$ cat src/rtl/ram8_arbiter.sv
// Round-robin two-port access controller for the 8x16 RAM8 block.
// Zero-sweeps the whole RAM after reset or clr, then grants single-cycle reads/writes.
module ram8_arbiter #(
    parameter int WIDTH = 16,
    parameter int AW    = 3
) (
    input  logic             clk,
    input  logic             rst_n,
    input  logic             clr,
    output logic             busy,
    input  logic             a_req,
    input  logic             a_we,
    input  logic [AW-1:0]    a_addr,
    input  logic [WIDTH-1:0] a_wdata,
    output logic             a_gnt,
    output logic             a_rvalid,
    output logic [WIDTH-1:0] a_rdata,
    input  logic             b_req,
    input  logic             b_we,
    input  logic [AW-1:0]    b_addr,
    input  logic [WIDTH-1:0] b_wdata,
    output logic             b_gnt,
    output logic             b_rvalid,
    output logic [WIDTH-1:0] b_rdata,
    output logic [WIDTH-1:0] ram_in,
    output logic [AW-1:0]    ram_address,
    output logic             ram_load,
    input  logic [WIDTH-1:0] ram_out
);

    typedef enum logic {SWEEP, ARB} state_t;

    localparam logic [AW-1:0] LAST_WORD = {AW{1'b1}};

    state_t          state_reg;
    logic [AW-1:0]   cnt_reg;
    logic            prio_reg;

    logic [1:0]       req;
    logic [1:0]       we;
    logic [1:0]       gnt;
    logic [AW-1:0]    addr  [2];
    logic [WIDTH-1:0] wdata [2];
    logic             sel_b;

    assign req      = {b_req, a_req};
    assign we       = {b_we, a_we};
    assign addr[0]  = a_addr;
    assign addr[1]  = b_addr;
    assign wdata[0] = a_wdata;
    assign wdata[1] = b_wdata;

    // B wins only when A is idle or it is B's turn; clr and the sweep block all grants.
    assign sel_b  = req[1] && (!req[0] || prio_reg);
    assign gnt[0] = (state_reg == ARB) && !clr && req[0] && !sel_b;
    assign gnt[1] = (state_reg == ARB) && !clr && sel_b;
    assign a_gnt  = gnt[0];
    assign b_gnt  = gnt[1];
    assign busy   = (state_reg == SWEEP);

    always_comb begin
        ram_address = '0;
        ram_in      = '0;
        ram_load    = 1'b0;
        if (state_reg == SWEEP) begin
            ram_address = cnt_reg;
            ram_load    = 1'b1;
        end else if (gnt[0]) begin
            ram_address = addr[0];
            ram_in      = wdata[0];
            ram_load    = we[0];
        end else if (gnt[1]) begin
            ram_address = addr[1];
            ram_in      = wdata[1];
            ram_load    = we[1];
        end
    end

    always_ff @(posedge clk or negedge rst_n) begin
        if (!rst_n) begin
            state_reg <= SWEEP;
            cnt_reg   <= '0;
            prio_reg  <= 1'b0;
        end else begin
            case (state_reg)
                SWEEP: begin
                    cnt_reg <= cnt_reg + 1'b1;
                    if (cnt_reg == LAST_WORD) begin
                        state_reg <= ARB;
                    end
                end
                ARB: begin
                    if (clr) begin
                        state_reg <= SWEEP;
                        cnt_reg   <= '0;
                    end else if (gnt[0]) begin
                        prio_reg <= 1'b1;
                    end else if (gnt[1]) begin
                        prio_reg <= 1'b0;
                    end
                end
                default: state_reg <= SWEEP;
            endcase
        end
    end

    // Per-port read capture: ram_out is sampled on the granting edge.
    genvar gi;
    generate
        for (gi = 0; gi < 2; gi++) begin : port_g
            logic             rvalid_reg;
            logic [WIDTH-1:0] rdata_reg;

            always_ff @(posedge clk or negedge rst_n) begin
                if (!rst_n) begin
                    rvalid_reg <= 1'b0;
                    rdata_reg  <= '0;
                end else begin
                    rvalid_reg <= gnt[gi] && !we[gi];
                    if (gnt[gi] && !we[gi]) begin
                        rdata_reg <= ram_out;
                    end
                end
            end
        end
    endgenerate

    assign a_rvalid = port_g[0].rvalid_reg;
    assign a_rdata  = port_g[0].rdata_reg;
    assign b_rvalid = port_g[1].rvalid_reg;
    assign b_rdata  = port_g[1].rdata_reg;

endmodule

$ cat config.mk
export PLATFORM = sky130hd
export DESIGN_NAME = ram8_arbiter
export DESIGN_NICKNAME = d
export VERILOG_FILES = /design/src/rtl/ram8_arbiter.sv
export SDC_FILE = /design/constraint.sdc
export NUM_CORES = 1
export LEC_CHECK = 0
export CAP_MARGIN = 20
export CORE_ASPECT_RATIO = 0.8
export CORE_MARGIN = 1
export CORE_UTILIZATION = 35
export CTS_CLUSTER_DIAMETER = 80
export DETAILED_ROUTE_END_ITERATION = 8
export HOLD_SLACK_MARGIN = 0.08
export PLACE_DENSITY = 0.84
export SLEW_MARGIN = 20
export SYNTH_ARGS = -nofsm -noshare
export SYNTH_HDL_FRONTEND = slang
export SYNTH_SLANG_ARGS = --single-unit
$ cat constraint.sdc
create_clock -name clk -period 1.9 [get_ports clk]
set_clock_uncertainty 0.15 [all_clocks]
set_input_delay 0.19 -clock clk [delete_from_list [all_inputs] [get_ports clk]]
set_output_delay 0.19 -clock clk [all_outputs]
set_load 0.01 [all_outputs]
Word level (Yosys, flattened, before mapping)
Index checks and enable logic that the tools add are counted.

word-level totals
  register bits = 39
  input bits = 61
  output and inout port bits = 57
  word-level logic and storage cells = 43

cells by class
  add/subtract/negate cells = 1
  equality and inequality tests = 2
  multiplexer cells = 16
  bitwise operators = 2
  reduce and logical (&&, ||, !) cells = 15

operator list
  operator                                      number
  two-way mux 16 bit                            3
  two-way mux 3 bit                             4
  logical AND 1 bit                             7
  two-way mux 1 bit                             7
  one-hot mux 3 bit (2 select lines)            1
  logical NOT 1 bit                             5
  adder 3 x 1 -> 3 bit (second input constant)  1
  == test 3 bit (second input constant)         1
  AND reduction 3 bit                           1
  != test 2 bit (second input constant)         1
  inverter 1 bit                                2
  one-hot mux 1 bit (2 select lines)            1
  nonzero test 2 bit                            1
  logical OR 1 bit                              1

Longest topological paths before layout
  depth after elaboration = 7
  depth in mapped cells = 5
  gate-level depth less buffers = 4

Worst setup path after synthesis
Ideal clock, no wire load.

  path type = register to register
  from = reg state_reg
  to = reg port_g[1].rdata_reg[10] (netlist: b_rdata[10])
  arrival time = 1326 ps
  setup slack = 299 ps
  stages on the path, launching flop included = 5
  clock period less this slack = 1601 ps
  path through = dfrtp_1 -> nand3b_2 -> nor3_4 -> buf_8 -> mux2_4

between the ends
  cells in the longest elaborated chain, start to end = 3

ends and longest elaborated chain
  item                             line  text
  start: declaration               35    state_t state_reg;
  start signal: assignment         81    state_reg <= SWEEP;
  start signal: assignment         89    state_reg <= ARB;
  start signal: assignment         94    state_reg <= SWEEP;
  logical AND 1 bit (2 in series)  56    assign gnt[1] = (state_reg == ARB) && !clr && sel_b;
  logical AND 1 bit                120   if (gnt[gi] && !we[gi]) begin
  end signal: assignment           121   rdata_reg <= ram_out;
  end: declaration                 112   logic [WIDTH-1:0] rdata_reg;

No other way between the ends.
A chain may end at the register's enable or synchronous reset.

Worst setup path in the final report
  from = in a_req
  to = out ram_in[8]

between the ends
  cells in the longest elaborated chain, start to end = 7
  elaborated cells between the ends (all ways) = 10

ends and longest elaborated chain
  item                                                     line    text
  start: declaration                                       11      input logic a_req,
  logical NOT 1 bit                                        54      assign sel_b = req[1] && (!req[0] || prio_reg);
  logical OR 1 bit                                         54
  logical AND 1 bit                                        54
  logical AND 1 bit or logical NOT 1 bit (tied branches)   56, 55
  two-way mux 16 bit or logical AND 1 bit (tied branches)  72, 55
  two-way mux 16 bit *                                     68      end else if (gnt[0]) begin
  two-way mux 16 bit *                                     65      if (state_reg == SWEEP) begin
  end: declaration                                         25      output logic [WIDTH-1:0] ram_in,

Mark *: on every way between the ends. The rest lies on a longest branch, timed or not.

==> flow_summary_export.csv <==
group,metric,value,unit
cts,clockBufferDepth,2,
finish,fin_nets,322,
cts,cts_sinks,39,
power,seq_power_share,0.350,
detailed_routing,ant_nets,0,
die,core_region_area,4710,sq um
die,initial_utilization,0.374,
power,p_leak,1.48,nW
cts,numCtsBuffers,5,
timing,slew-limit-headroom,0.638,
power,p_int,2.87,mW
yosys,netlist_top_cells_count,"39 x dfrtp_1, 23 x mux2_2, 19 x a22o_1, 9 x mux2_4, 4 x a221o_1",
die,rows,22,
global_route,grt_pass1_wl,7.69,mm
global_route,grt_max_degree,25,
power,p_per_area,1290,nW/um^2
detailed_routing,wirelength,5.20,mm
die,die_area,5320,sq um
power,finalPower,4.13,mW
power,pwr-share-clk,0.145,
detailed_routing,drt_iter0_markers,31,
finish,final_util,0.678,
finish,layout-drive-gt1-share,0.338,
yosys,synth_cells,119,
finish,area_delta_synth_final,81.4,%
worst_setup_path,cp_cell_sequence,"clkdlybuf4s50_1 -> and3b_1 -> a21boi_4 -> buf_6 -> buf_6 -> a22o_1 -> buf_2",
detailed_routing,route.detailed.drc,0,
global_route,grt_antenna_before_repair,0,
detailed_routing,viasPerCell,4.86,
detailed_routing,detailedRoute.firstPassIterationCount,4,
cts,tritoncts,"yes",
yosys,yosysWarningCount,0,
yosys,synth_area_leader_cell,"dfrtp_1",
finish,finalInstanceArea,3190,sq um
run_status,failed_checks,"negative setup slack",
power,p_comb_frac,0.506,
power,p_sw_frac,0.305,
timing,tightest_slew,543,ps
timing,rsz0062_at_grt,"yes",
yosys,async_flop_share,1.00,
worst_setup_path,crit_top_cell,"buf_6",
place,gp_congestion,0.790,
yosys,ys_seq_area_frac,0.555,
detailed_routing,wire_per_inst,16.3,um
yosys,syn-cell-area,1760,sq um
power,p_sw,1.26,mW
worst_setup_path,critPathLaunchType,"input pin",
yosys,synth_edf_count,0,
timing,period_needed,1950,ps
timing,fin_crit_sh,1.03,
timing,fmax,0.512,GHz
job,maxCapViolations,0,
yosys,synthDistinctLibCells,24,
place,dp_cells,303,
cts,htree_levels,2,
place,io_buffer_count,117,
finish,stdcell_count,320,
global_route,grt_pass1_vias,1577,
worst_setup_path,slowest_delay,490,ps
worst_setup_path,endpoint_kind,"output port",
yosys,synthTopCellsByArea,"dfrtp_1 55%, mux2_2 15%, a22o_1 9.5%",
timing,setup_viol,10,
timing,finalWorstSetupSlack,-54.5,ps
cts,cts.clk_slew.worst_paths,70,ps
yosys,synth_most_common_cell,"dfrtp_1",
worst_setup_path,path_class,"input pin to output port",
die,ioPinCount,118,
worst_setup_path,crit_arrival,1610,ps
finish,diodes,0,
die,die_h,65.4,um
power,peakVddDrop,793,uV
cts,clock_latency,280,ps
place,place_ws,-455,ps
finish,fillers,382,
place,dpl_cell_area,3090,sq um
worst_setup_path,slowest_stage,"clkdlybuf4s50_1",
timing,slew_viol_final,0,
yosys,ys_seq_elements,39,
worst_setup_path,cp_data_required_time,1560,ps
detailed_routing,dr_total_vias,1556,
place,dp_hpwl,3.75,mm
global_route,gr-usage-all-layers,0.197,
yosys,yosysTopAreaCellShare,0.555,
cts,cts-root-buf,"clkbuf_8",
run_status,status,"complete, but fails checks",
worst_setup_path,critPathMaxFanout,6,
hold_path,hold_path_class,"input pin to async pin",
die,dieWidth,81.3,um
yosys,synth_top_flop_cell,"dfrtp_1",
yosys,synth_nets,182,
global_route,grt_overflow_total,0,
timing,final_hold_viol_count,0,
yosys,avgSynthCellArea,14.8,sq um
==> timing repair <==
| item | 4_1_cts | 5_1_grt |
|---|---|---|
| setup buffers | 5 | 1 |
| setup endpoints to repair | 23 | 19 |
| resized for setup | 85 | 10 |
| hold endpoints to repair | 23 | 0 |
| gates cloned | 2 | 1 |
| pin swaps | 3 | 3 |
| hold buffers | 1 | 0 |
==> stage by stage <==
| stage | hold slack [ps] | setup TNS, ps |
|---|---|---|
| 3_5_place_dp | 51.7 | -9910 |
| 4_1_cts | 264 | -118 |
| 2_1_floorplan | -256 | 0 |
| 6_report | 268 | -369 |
| 5_1_grt | 293 | -960 |
| 3_3_place_gp | 53.0 | -8830 |
==> final timing paths <==
kind	start	to	slack, ps	depth (start not counted)
worst max-delay path	a_req	ram_in[8]	-50	7
worst min-delay path	rst_n	b_rdata[5]	270	2
worst max register to register	state_reg	b_rdata[1]	130	6
worst min register to register	cnt_reg[0]	cnt_reg[0]	350	1
max in group asynchronous	rst_n	b_rdata[15]	720	3
min in group clk	clr	cnt_reg[0]	270	4
==> cell families after synthesis <==
family,after synthesis,synth area share
buf+inv,8,0.0277
mux,32,0.224
flops,39,0.555
fa+ha+maj,2,0.0142
compound gates,27,0.132
simple gates,11,0.0477
==> cells in the final DEF (no fill, tap or decap) <==
master	synthesis	routed
dlygate4sd2_1	0	4
o21ai_0	1	1
buf_12	0	2
clkbuf_2	0	4
clkbuf_8	0	7
a21boi_4	0	1
dlygate4sd3_1	0	1
nor3_4	1	1
a21oi_1	1	1
buf_4	1	13
clkbuf_1	1	1
mux2_2	23	23
a221o_1	4	4
nor2b_1	2	2
and3b_1	1	1
a22o_1	19	19
nand3b_4	0	1
and2b_1	2	2
inv_2	1	1
mux2_4	9	9
inv_1	1	1
ha_1	2	2
nor2_4	0	3
buf_2	3	18
a21o_1	1	1
nor2b_4	0	1
nor2_2	0	1
dfrtp_1	39	39
buf_6	0	3
clkdlybuf4s50_1	0	91
nand2_1	2	2
==> power by group through the flow <==
stage               sequential, mW  clock (mW)  combinational, mW
global placement              1.44           0               2.07
detailed placement            1.45           0               2.10
finish                        1.44       0.597               2.09
global route                  1.49       0.665               2.23
CTS                           1.44       0.624               2.11
floorplan                     1.60           0              0.708
==> cell type report <==
class / instances / area (sq um) / area share
Timing Repair Buffer: 136 / 1240 / 0.388
Sequential cell: 39 / 976 / 0.306
Multi-Input combinational cell: 75 / 796 / 0.249
Clock buffer: 8 / 100 / 0.0314
Tap cell: 60 / 75.1 / 0.0235
Inverter: 2 / 7.51 / 0.00235
==> critical path, delay by kind of cell <==
kind / cells / cell delay [ps]
buffers and inverters: 4 / 880
AND/OR/NAND/NOR: 1 / 200
AO/OA/AOI/OAI: 2 / 350
==> layer usage <==
metal | track usage | routed length [um]
met1 | 0.231 | 2110
met2 | 0.327 | 2430
met3 | 0.0875 | 649
met4 | 0.0469 | 19
met5 | 0 | 0
Power figures use the tool's default switching activity.
